`config.mk`:
```
export PLATFORM = sky130hd
export DESIGN_NAME = activity_monitor
export DESIGN_NICKNAME = d
export VERILOG_FILES = /design/src/rtl/fitbit_defs.sv /design/src/rtl/step_edge_detect.sv /design/src/rtl/activity_monitor.sv
export SDC_FILE = /design/constraint.sdc
export NUM_CORES = 1
export LEC_CHECK = 0
export ABC_AREA = 1
export BUFFER_PORTS_ARGS = -buffer_cell sky130_fd_sc_hd__buf_2
export CORE_ASPECT_RATIO = 0.5
export CORE_UTILIZATION = 36
export CTS_CLUSTER_SIZE = 25
export DETAILED_ROUTE_END_ITERATION = 8
export HOLD_SLACK_MARGIN = 0.06
export PLACE_DENSITY = 0.55
export REMOVE_ABC_BUFFERS = 1
export SKIP_LAST_GASP = 1
export SYNTH_ARGS = -nofsm -noshare
export SYNTH_HDL_FRONTEND = slang
export SYNTH_SLANG_ARGS = --single-unit
```
`constraint.sdc`:
```
create_clock -name clk100MHz -period 2.3 [get_ports clk100MHz]
set_input_delay 0.23 -clock clk100MHz [delete_from_list [all_inputs] [get_ports clk100MHz]]
set_output_delay 0.23 -clock clk100MHz [all_outputs]
set_load 0.05 [all_outputs]
```
`src/rtl/fitbit_defs.sv`:
```
// Shared definitions for the step pipeline (stepCounter, distanceCovered, activity_monitor):
// FSM encodings, steps-per-second width, default timing and rate constants.
package fitbit_defs;

  typedef enum logic [1:0] {
    IDLE      = 2'd0,
    CANDIDATE = 2'd1,
    ACTIVE    = 2'd2
  } state_e;

  localparam int unsigned STEPS_W             = 8;
  localparam int unsigned FAST_W              = 4;
  localparam int unsigned DEF_TICKS_PER_SEC   = 100_000_000;
  localparam int unsigned DEF_FAST_RATE       = 32;
  localparam int unsigned DEF_EARLY_WINDOW    = 9;
  localparam int unsigned DEF_HIGH_RATE       = 64;
  localparam int unsigned DEF_HIGH_MIN_RUN    = 60;
  localparam int unsigned DEF_TIME_W          = 20;
  localparam int unsigned DEF_DEBOUNCE_CYCLES = 4;

  // Increment a step count by one when en is set, holding at all-ones.
  function automatic logic [STEPS_W-1:0] sat_inc(input logic [STEPS_W-1:0] v, input logic en);
    if (en && (v != '1)) begin
      return v + STEPS_W'(1);
    end
    return v;
  endfunction

endpackage

```
`src/rtl/step_edge_detect.sv`:
```
// Rising-edge step strobe from the X level. With STEP_DEBOUNCE_EN defined, X is
// synchronized and debounced first; otherwise a single history flop gives 1-cycle latency.
module step_edge_detect #(
  parameter int unsigned DEBOUNCE_CYCLES = 4
) (
  input  logic clk,
  input  logic reset,
  input  logic x,
  output logic strobe
);

`ifdef STEP_DEBOUNCE_EN
  localparam int unsigned CNT_W = (DEBOUNCE_CYCLES > 1) ? $clog2(DEBOUNCE_CYCLES + 1) : 1;

  logic             sync1;
  logic             sync2;
  logic             filt;
  logic             filt_q;
  logic [CNT_W-1:0] cnt;
  logic             strobe_q;

  // Filtered level only follows sync2 after DEBOUNCE_CYCLES consecutive differing cycles.
  always_ff @(posedge clk) begin
    if (!reset) begin
      sync1    <= 1'b0;
      sync2    <= 1'b0;
      filt     <= 1'b0;
      filt_q   <= 1'b0;
      cnt      <= '0;
      strobe_q <= 1'b0;
    end else begin
      sync1    <= x;
      sync2    <= sync1;
      filt_q   <= filt;
      strobe_q <= filt & ~filt_q;
      if (sync2 == filt) begin
        cnt <= '0;
      end else if (cnt == CNT_W'(DEBOUNCE_CYCLES - 1)) begin
        filt <= sync2;
        cnt  <= '0;
      end else begin
        cnt <= cnt + CNT_W'(1);
      end
    end
  end

  assign strobe = strobe_q;
`else
  logic x_q;
  logic strobe_q;

  always_ff @(posedge clk) begin
    if (!reset) begin
      x_q      <= 1'b0;
      strobe_q <= 1'b0;
    end else begin
      x_q      <= x;
      strobe_q <= x & ~x_q;
    end
  end

  assign strobe = strobe_q;
`endif

endmodule

```
`src/rtl/activity_monitor.sv`:
```
// Per-second step rate, early fast-second count and high-activity time accumulation.
// Optional STEP_DEBOUNCE_EN adds a synchronizer/debouncer inside step_edge_detect.
module activity_monitor
  import fitbit_defs::*;
#(
  parameter int unsigned TICKS_PER_SEC   = DEF_TICKS_PER_SEC,
  parameter int unsigned FAST_RATE       = DEF_FAST_RATE,
  parameter int unsigned EARLY_WINDOW    = DEF_EARLY_WINDOW,
  parameter int unsigned HIGH_RATE       = DEF_HIGH_RATE,
  parameter int unsigned HIGH_MIN_RUN    = DEF_HIGH_MIN_RUN,
  parameter int unsigned TIME_W          = DEF_TIME_W,
  parameter int unsigned DEBOUNCE_CYCLES = DEF_DEBOUNCE_CYCLES
) (
  input  logic               clk100MHz,
  input  logic               reset,
  input  logic               X,
  output logic               sec_tick,
  output logic [STEPS_W-1:0] steps_last_sec,
  output logic [FAST_W-1:0]  fast_seconds,
  output logic [TIME_W-1:0]  high_activity_time,
  output logic               high_active
);

  localparam int unsigned PRESC_W = (TICKS_PER_SEC > 1) ? $clog2(TICKS_PER_SEC) : 1;
  localparam int unsigned RUN_W   = $clog2(HIGH_MIN_RUN + 1);
  localparam int unsigned EL_W    = $clog2(EARLY_WINDOW + 1);

  logic [PRESC_W-1:0] presc;
  logic [STEPS_W-1:0] win_cnt;
  logic [EL_W-1:0]    elapsed;
  logic [RUN_W-1:0]   run;
  state_e             state;
  logic               strobe;

  logic [STEPS_W-1:0] closing_c;
  logic               q_c;
  logic               fast_c;
  logic [TIME_W-1:0]  hat_add_c;
  logic [TIME_W:0]    hat_sum_c;
  logic [TIME_W-1:0]  hat_sat_c;

  step_edge_detect #(
    .DEBOUNCE_CYCLES(DEBOUNCE_CYCLES)
  ) u_edge (
    .clk   (clk100MHz),
    .reset (reset),
    .x     (X),
    .strobe(strobe)
  );

  assign sec_tick = (presc == PRESC_W'(TICKS_PER_SEC - 1));

  // Closing count includes a strobe landing in the tick cycle itself.
  always_comb begin
    closing_c = sat_inc(win_cnt, strobe);
    q_c       = (closing_c >= STEPS_W'(HIGH_RATE));
    fast_c    = (elapsed < EL_W'(EARLY_WINDOW)) && (closing_c > STEPS_W'(FAST_RATE));
    hat_add_c = (state == ACTIVE) ? TIME_W'(1) : TIME_W'(HIGH_MIN_RUN);
    hat_sum_c = {1'b0, high_activity_time} + {1'b0, hat_add_c};
    hat_sat_c = hat_sum_c[TIME_W] ? '1 : hat_sum_c[TIME_W-1:0];
  end

  always_ff @(posedge clk100MHz) begin
    if (!reset) begin
      presc <= '0;
    end else if (sec_tick) begin
      presc <= '0;
    end else begin
      presc <= presc + PRESC_W'(1);
    end
  end

  // Window counting and per-second statistics.
  always_ff @(posedge clk100MHz) begin
    if (!reset) begin
      win_cnt        <= '0;
      steps_last_sec <= '0;
      fast_seconds   <= '0;
      elapsed        <= '0;
    end else if (sec_tick) begin
      steps_last_sec <= closing_c;
      win_cnt        <= '0;
      if (fast_c) begin
        fast_seconds <= fast_seconds + FAST_W'(1);
      end
      if (elapsed < EL_W'(EARLY_WINDOW)) begin
        elapsed <= elapsed + EL_W'(1);
      end
    end else begin
      win_cnt <= sat_inc(win_cnt, strobe);
    end
  end

  // High-activity FSM; entering ACTIVE credits the whole qualifying run at once.
  always_ff @(posedge clk100MHz) begin
    if (!reset) begin
      state              <= IDLE;
      run                <= '0;
      high_activity_time <= '0;
      high_active        <= 1'b0;
    end else if (sec_tick) begin
      case (state)
        IDLE: begin
          if (q_c) begin
            run   <= RUN_W'(1);
            state <= CANDIDATE;
          end
        end
        CANDIDATE: begin
          if (!q_c) begin
            run   <= '0;
            state <= IDLE;
          end else if (run == RUN_W'(HIGH_MIN_RUN - 1)) begin
            state              <= ACTIVE;
            high_active        <= 1'b1;
            high_activity_time <= hat_sat_c;
          end else begin
            run <= run + RUN_W'(1);
          end
        end
        ACTIVE: begin
          if (q_c) begin
            high_activity_time <= hat_sat_c;
          end else begin
            run         <= '0;
            state       <= IDLE;
            high_active <= 1'b0;
          end
        end
        default: begin
          run         <= '0;
          state       <= IDLE;
          high_active <= 1'b0;
        end
      endcase
    end
  end

endmodule

```
Word-level counts from Yosys, hierarchy flattened
Cells that the tools add are included.
{ "op_classes": {"add_sub_neg": 6, "magnitude_cmp": 3, "n_eq_ne": 12, "mux": 25, "bitwise_logic": 4, "n_reduce_logical": 11} }
{ "op_table": {"columns": ["operator", "n"], "rows": [
  ["20-bit 2-to-1 mux", 4],
  ["20-bit case mux with 2 select lines", 1],
  ["6-bit 2-to-1 mux", 5],
  ["27-bit by 1-bit adder with 27-bit output (second input constant)", 1],
  ["27-bit == test (second input constant)", 1],
  ["20-bit by 6-bit adder with 21-bit output", 1],
  ["6-bit case mux with 3 select lines", 1],
  ["8-bit 2-to-1 mux", 2],
  ["2-bit inequality test (second input constant)", 5],
  ["5-bit AND reduction", 2],
  ["4-bit by 1-bit adder with 4-bit output (second input constant)", 2],
  ["8-bit by 1-bit adder with 8-bit output (second input constant)", 1],
  ["8-bit by 7-bit greater-or-equal comparator with 1-bit output (second input constant)", 1],
  ["8-bit by 6-bit > comparator with 1-bit output (second input constant)", 1],
  ["2-bit 2-to-1 mux", 4],
  ["8-bit inequality test (second input constant)", 1],
  ["4-bit AND reduction", 2],
  ["6-bit by 1-bit adder with 6-bit output (second input constant)", 1],
  ["6-bit == test (second input constant)", 1],
  ["1-bit 2-to-1 mux", 6],
  ["3-bit inequality test (second input constant)", 2],
  ["2-bit case mux with 3 select lines", 1],
  ["4-bit < comparator (second input constant)", 1],
  ["2-bit AND reduction", 2],
  ["9 further kinds", 12]
]} }
{ "word_totals": {"ff_bits": 82, "inputBits": 3, "output_inout_bits": 34, "wordCells": 72} }

Longest topological paths before layout
{ "logic_depth": {"ltp_word": 7, "mapped_depth": 15, "mapped_depth_nobuf": 15} }

Hierarchy
Synthesis repeated with hierarchy kept, for this count alone.
{ "unflattened": {"cells_unflattened": 670, "hier_area_um2": 4525.6} }
{ "modules_own_cells": {"columns": ["mod", "instances", "cells_each", "area_per_inst_um2", "seq_area_each_um2"], "rows": [
  ["activity_monitor", 1, 665, 4471.8, 1601.5],
  ["step_edge_detect", 1, 5, 53.8, 40.0]
]} }

Least setup slack after synthesis
No wires, ideal clock.
{ "synth_path": {"path_kind": "register -> register", "startpoint": "register state[1]", "endpoint": "register high_activity_time[7]", "setup_time_ns": 0.132, "arrival_ns": 2.134, "t_required_ns": 2.168, "path_slack_ns": 0.034, "path_stages_with_launch": 13, "path_buffers": 1, "period_less_slack_ns": 2.266, "cell_sequence": "dfxtp_1 > inv_2 > nor2_4 > inv_2 > ha_1 > a21oi_1 > nand2_1 > nand2_1 > and2_1 > clkbuf_1 > clkinv_1 > o21ai_1 > a21oi_1"} }
{ "synth_between": {"elab_chain_len": 7, "word_cells_on_any_way": 14, "classes_between": "add/sub (1); eq/ne (5); mux (6); reduce/logical (2)"} }
{ "synth_rtl": {"columns": ["element", "line_no", "source"], "rows": [
  ["start, declared", "activity_monitor.sv:32", "state_e state;"],
  ["start signal, assigned", "activity_monitor.sv:97", "state <= IDLE;"],
  ["start signal, assigned", "activity_monitor.sv:106", "state <= CANDIDATE;"],
  ["start signal, assigned", "activity_monitor.sv:112", "state <= IDLE;"],
  ["2-bit == test", "activity_monitor.sv:58, activity_monitor.sv:102", null],
  ["6-bit 2-to-1 mux", "activity_monitor.sv:58", "hat_add_c = (state == ACTIVE) ? TIME_W'(1) : TIME_W'(HIGH_MIN_RUN);"],
  ["20-bit by 6-bit adder with 21-bit output", "activity_monitor.sv:59", "hat_sum_c = {1'b0, high_activity_time} + {1'b0, hat_add_c};"],
  ["20-bit 2-to-1 mux", "activity_monitor.sv:60", "hat_sat_c = hat_sum_c[TIME_W] ? '1 : hat_sum_c[TIME_W-1:0];"],
  ["20-bit 2-to-1 mux", "activity_monitor.sv:113", "end else if (run == RUN_W'(HIGH_MIN_RUN - 1)) begin"],
  ["20-bit 2-to-1 mux", "activity_monitor.sv:110", "if (!q_c) begin"],
  ["20-bit case mux with 2 select lines", "activity_monitor.sv:102", "case (state)"],
  ["end signal, assigned", "activity_monitor.sv:116", "high_activity_time <= hat_sat_c;"],
  ["end signal, assigned", "activity_monitor.sv:123", "high_activity_time <= hat_sat_c;"],
  ["end, declared", "activity_monitor.sv:20", "output logic [TIME_W-1:0] high_activity_time,"]
]} }
Parallel ways exist; a longest one is shown, timed or not. The select of a mux whose other input is x is not followed.
A chain may end at the register's enable or synchronous reset.

Worst setup path in the final report
{ "layout_path": {"startpoint": "register state[1]", "endpoint": "register high_activity_time[17]"} }
The elaborated chain is that of the path after synthesis.

==> summary.txt <==
Outcome
  – Status: finished, final reports clean

Timing
  – Fin Clk Skew: 0.008667 ns
  – Fmax: 0.4762 GHz
  – Period minus WS final: 2.100 ns
  – Worst setup margin: 0.1998 ns
  – Slew @ Worst Pin: 0.3751 ns
  – Relative slew slack: 0.7480
  – Setup_tns: 0 ns
  – RSZ-0062 raised after global routing: no
  – Final worst-path cycle share: 0.9131
  – Fin. Hold Viols: 0
  – Max Slew Vio Count: 0
  – Post-Route Hold Slack: 0.1102 ns
  – Final Setup Violations: 0

Synth
  – Area leader, netlist: dfxtp_1
  – Top_reg_cell synth: dfxtp_1
  – Post-synth EDFFs: 0
  – Async S/R FF share, synth: 0
  – Post-Synth XOR/XNOR Area: 0.02776
  – Main combinational cell family by area after synthesis: simple AND/OR/NAND/NOR gates
  – Post-synthesis sequential area ratio: 0.3468
  – Post-synth top cells: nand2_1, nor2_1, dfxtp_1, inv_1, nand3_1
  – Cells after synthesis: 695
  – Simple-gate area share of the yosys netlist: 0.4050
  – Seq cells post-synth: 82
  – Top post-synthesis cells by area: dfxtp_1, nand2_1, nor2_1, inv_1, nand3_1
  – Count leader, synth: nand2_1
  – Distinct cells, synth: 42
  – Synth top area share: 0.3468
  – Synth Warn #: 0
  – Multiplexer area fraction after synthesis: 0
  – Synth Area per Inst: 6.810 um2
  – Syn Std Cell Area: 0.004733 mm2
  – Synth Area in Adders: 0.03172
  – Synth Area in Compound Gates: 0.09728

Worst setup path
  – CP Class: reg -> reg
  – Highest cell delay on the worst timing path: 0.35 ns
  – Reg2Reg Depth: 15
  – CP Data Arrival Time: 2.39 ns
  – R2R setup slack: 0.20 ns
  – Nature of the critical path startpoint: flop
  – Worst R2R End: high_activity_time[17]
  – Critical R2R Launch: state[1]
  – Critical-path top delay cell: dfxtp_1
  – Crit-path cells: inv_2, nor2_4, inv_2, ha_4, nand2_1, inv_1, nand4_1, nand2_1, buf_4, nand4_1, inv_1, nand3_2, nand3_1, nand2_1, inv_1
  – Max Fanout on Critical Path: 7
  – Worst Path Required: 2.59 ns
  – CP Capture Type: flop

Route
  – # DRC: 0
  – DR iter-0 viols: 233
  – DRT antenna net count: 0
  – DR vias/cell: 4.857
  – Drt total wl: 11280 um
  – First-pass iteration count of the detailed router: 4
  – Post-DR wirelength/cell: 12.30 um
  – Vias: 4454

Run
  – Max-Cap Viols: 0

Min path
  – Worst Hold Class: in -> reg
  – Hold Path Sink: u_edge.x_q
  – Hold Path Depth: 3
  – Hold path start: X

Die
  – # IOs: 37
  – Row count: 29
  – Starting density of the core: 0.3716
  – Die width: 164.2 um
  – Die Ht: 83.08 um
  – Core area: 0.01274 mm2
  – Die area: 0.01364 mm2

Power
  – Sequential power share: 0.488
  – Pleak: 2.330 nW
  – Combinational group share of total power: 0.023
  – Pwr/cell area: 532.1 mW/mm2
  – Clk pwr share: 0.489
  – Net Sw Power: 0.0006502 W
  – Switch share: 0.2208
  – Peak VDD IR: 261.4 uV
  – Pint: 0.002295 W

Final layout
  – Share of post-route cells with drive strength above 1: 0.1687
  – Area growth syn-to-layout: 16.92%
  – Multi-input logic area: 0.002734 mm2
  – N_diodes: 0
  – Fillers: 1324
  – FF/Latch Area: 0.001643 mm2
  – Layout net count: 757

Placed design
  – Pre-CTS WS: 0.08311 ns
  – Port Buffer Count: 36
  – Post-DP HPWL: 8365 um
  – Routability cong.: 0.8939

Clock network
  – CTS H-tree depth: 3
  – Clk pin slew, worst setup/hold paths: 0.06 ns
  – Clk_lat worst skew: 0.34 ns
  – CTS tree: done
  – Clock Tree Buf Depth: 2
  – CTS Buf Count: 9
  – CTS Sinks: 82
  – Root Driver: clkbuf_16
  – Post-CTS Setup Bufs: 0

GRT
  – Total grt overflow: 0
  – Antenna violations before repair: 0
  – Vias in the first global route: 4131
  – Largest net degree at the start of global routing: 27
  – Total GRT Usage: 0.1755
  – First-pass GRT wire length: 19460 um
-- cell type report --
class / instances / area share
clock inverter: 6 / 0.01221
sequential: 82 / 0.2969
tap: 170 / 0.03844
inverter: 97 / 0.06760
clock buffer: 10 / 0.04137
timing repair buffer: 46 / 0.04951
multi-input combinational: 506 / 0.4940
-- worst max-delay path, delay by kind of cell, from the launching register on --
family | cells | cell delay [ns]
and+or+nand+nor | 8 | 0.78
buffers and inverters | 6 | 0.62
DFF | 1 | 0.35
adders and majority gates | 1 | 0.32
-- cell usage in the layout, fill, tap and decap left out, types with 3 or more instances in the layout --
cell       Yosys  routed
xnor2_1        6       6
nand3_2        5       5
nor4_1         5       5
nand3b_1       5       5
dfxtp_1       82      81
buf_4          3       9
nor2_4         5       5
nand2_2        5       6
o21ai_0       25      25
a21oi_2        3       3
nand2_1      157     156
nor2_1        87      85
o21ai_1        9       9
nor3_1        22      22
or2_2          4       4
ha_1          12       7
nand4_1       28      28
nand3_1       55      54
nand3_4        2       3
ha_4           0       4
a21oi_1       39      39
inv_2         12      13
inv_1         81      80
nor2_2         5       7
buf_2          2      35
xor2_1         9       9
clkbuf_16      0       9
-- per-stage QoR --
| step | utilization | instance area, um2 | instances | power [W] |
|---|---|---|---|---|
| after floorplan | - | 4674 | 685 | 0.001503 |
| after global placement | 0.4048 | 5155 | 901 | 0.001536 |
| after detailed placement | 0.4048 | 5155 | 901 | 0.001536 |
| after CTS | 0.4282 | 5454 | 917 | 0.002987 |
| after global routing | 0.4345 | 5534 | 917 | 0.003070 |
| final | 0.4345 | 5534 | 917 | 0.002945 |
-- routing by layer --
metal | GRT usage | up-vias | wire length (um)
li1 | - | 2359 | -
met1 | 0.2513 | 2025 | 5967
met2 | 0.2628 | 58 | 4751
met3 | 0.04496 | 12 | 438
met4 | 0.03704 | 0 | 126
met5 | 0 | - | 0
-- worst max-delay path by stage --
stage	slack, ns	from	cells after the start	to
global placement	0.12	state[0]	10	high_activity_time[1]
finish	0.20	state[1]	15	high_activity_time[17]
floorplan	0.12	state[1]	15	high_activity_time[18]
detailed placement	0.08	state[0]	10	high_activity_time[7]
CTS	0.05	presc[10]	8	sec_tick
global route	0.01	presc[0]	12	run[1]
-- logic make-up after synthesis --
logic type      count (synthesis)
simple gates                  396
buf+inv                       107
compound gates                 83
flops                          82
xor+xnor                       15
fa+ha+maj                      12
-- sequential cells by signal (all words and copies together) (netlist names) --
register / flops
high_activity_time: 20
win_cnt: 8
high_active: 1
u_edge.x_q: 1
state: 2
fast_seconds: 4
elapsed: 4
run: 6
presc: 27
steps_last_sec: 8
u_edge.strobe: 1
-- power groups by stage --
stage / clock network [W] / registers, W / logic [W]
CTS: 0.00148 / 0.00144 / 0.0000668
global route: 0.00156 / 0.00144 / 0.0000762
global placement: 0 / 0.00147 / 0.0000664
detailed placement: 0 / 0.00147 / 0.0000670
finish: 0.00144 / 0.00144 / 0.0000669
floorplan: 0 / 0.00147 / 0.0000358
-- timing repair --
item	4_1_cts	5_1_grt
gates resized for setup	1	17
hold buffers	0	0
endpoints found under the setup margin	1	15
Note: power is estimated with default switching activity, not from simulation.
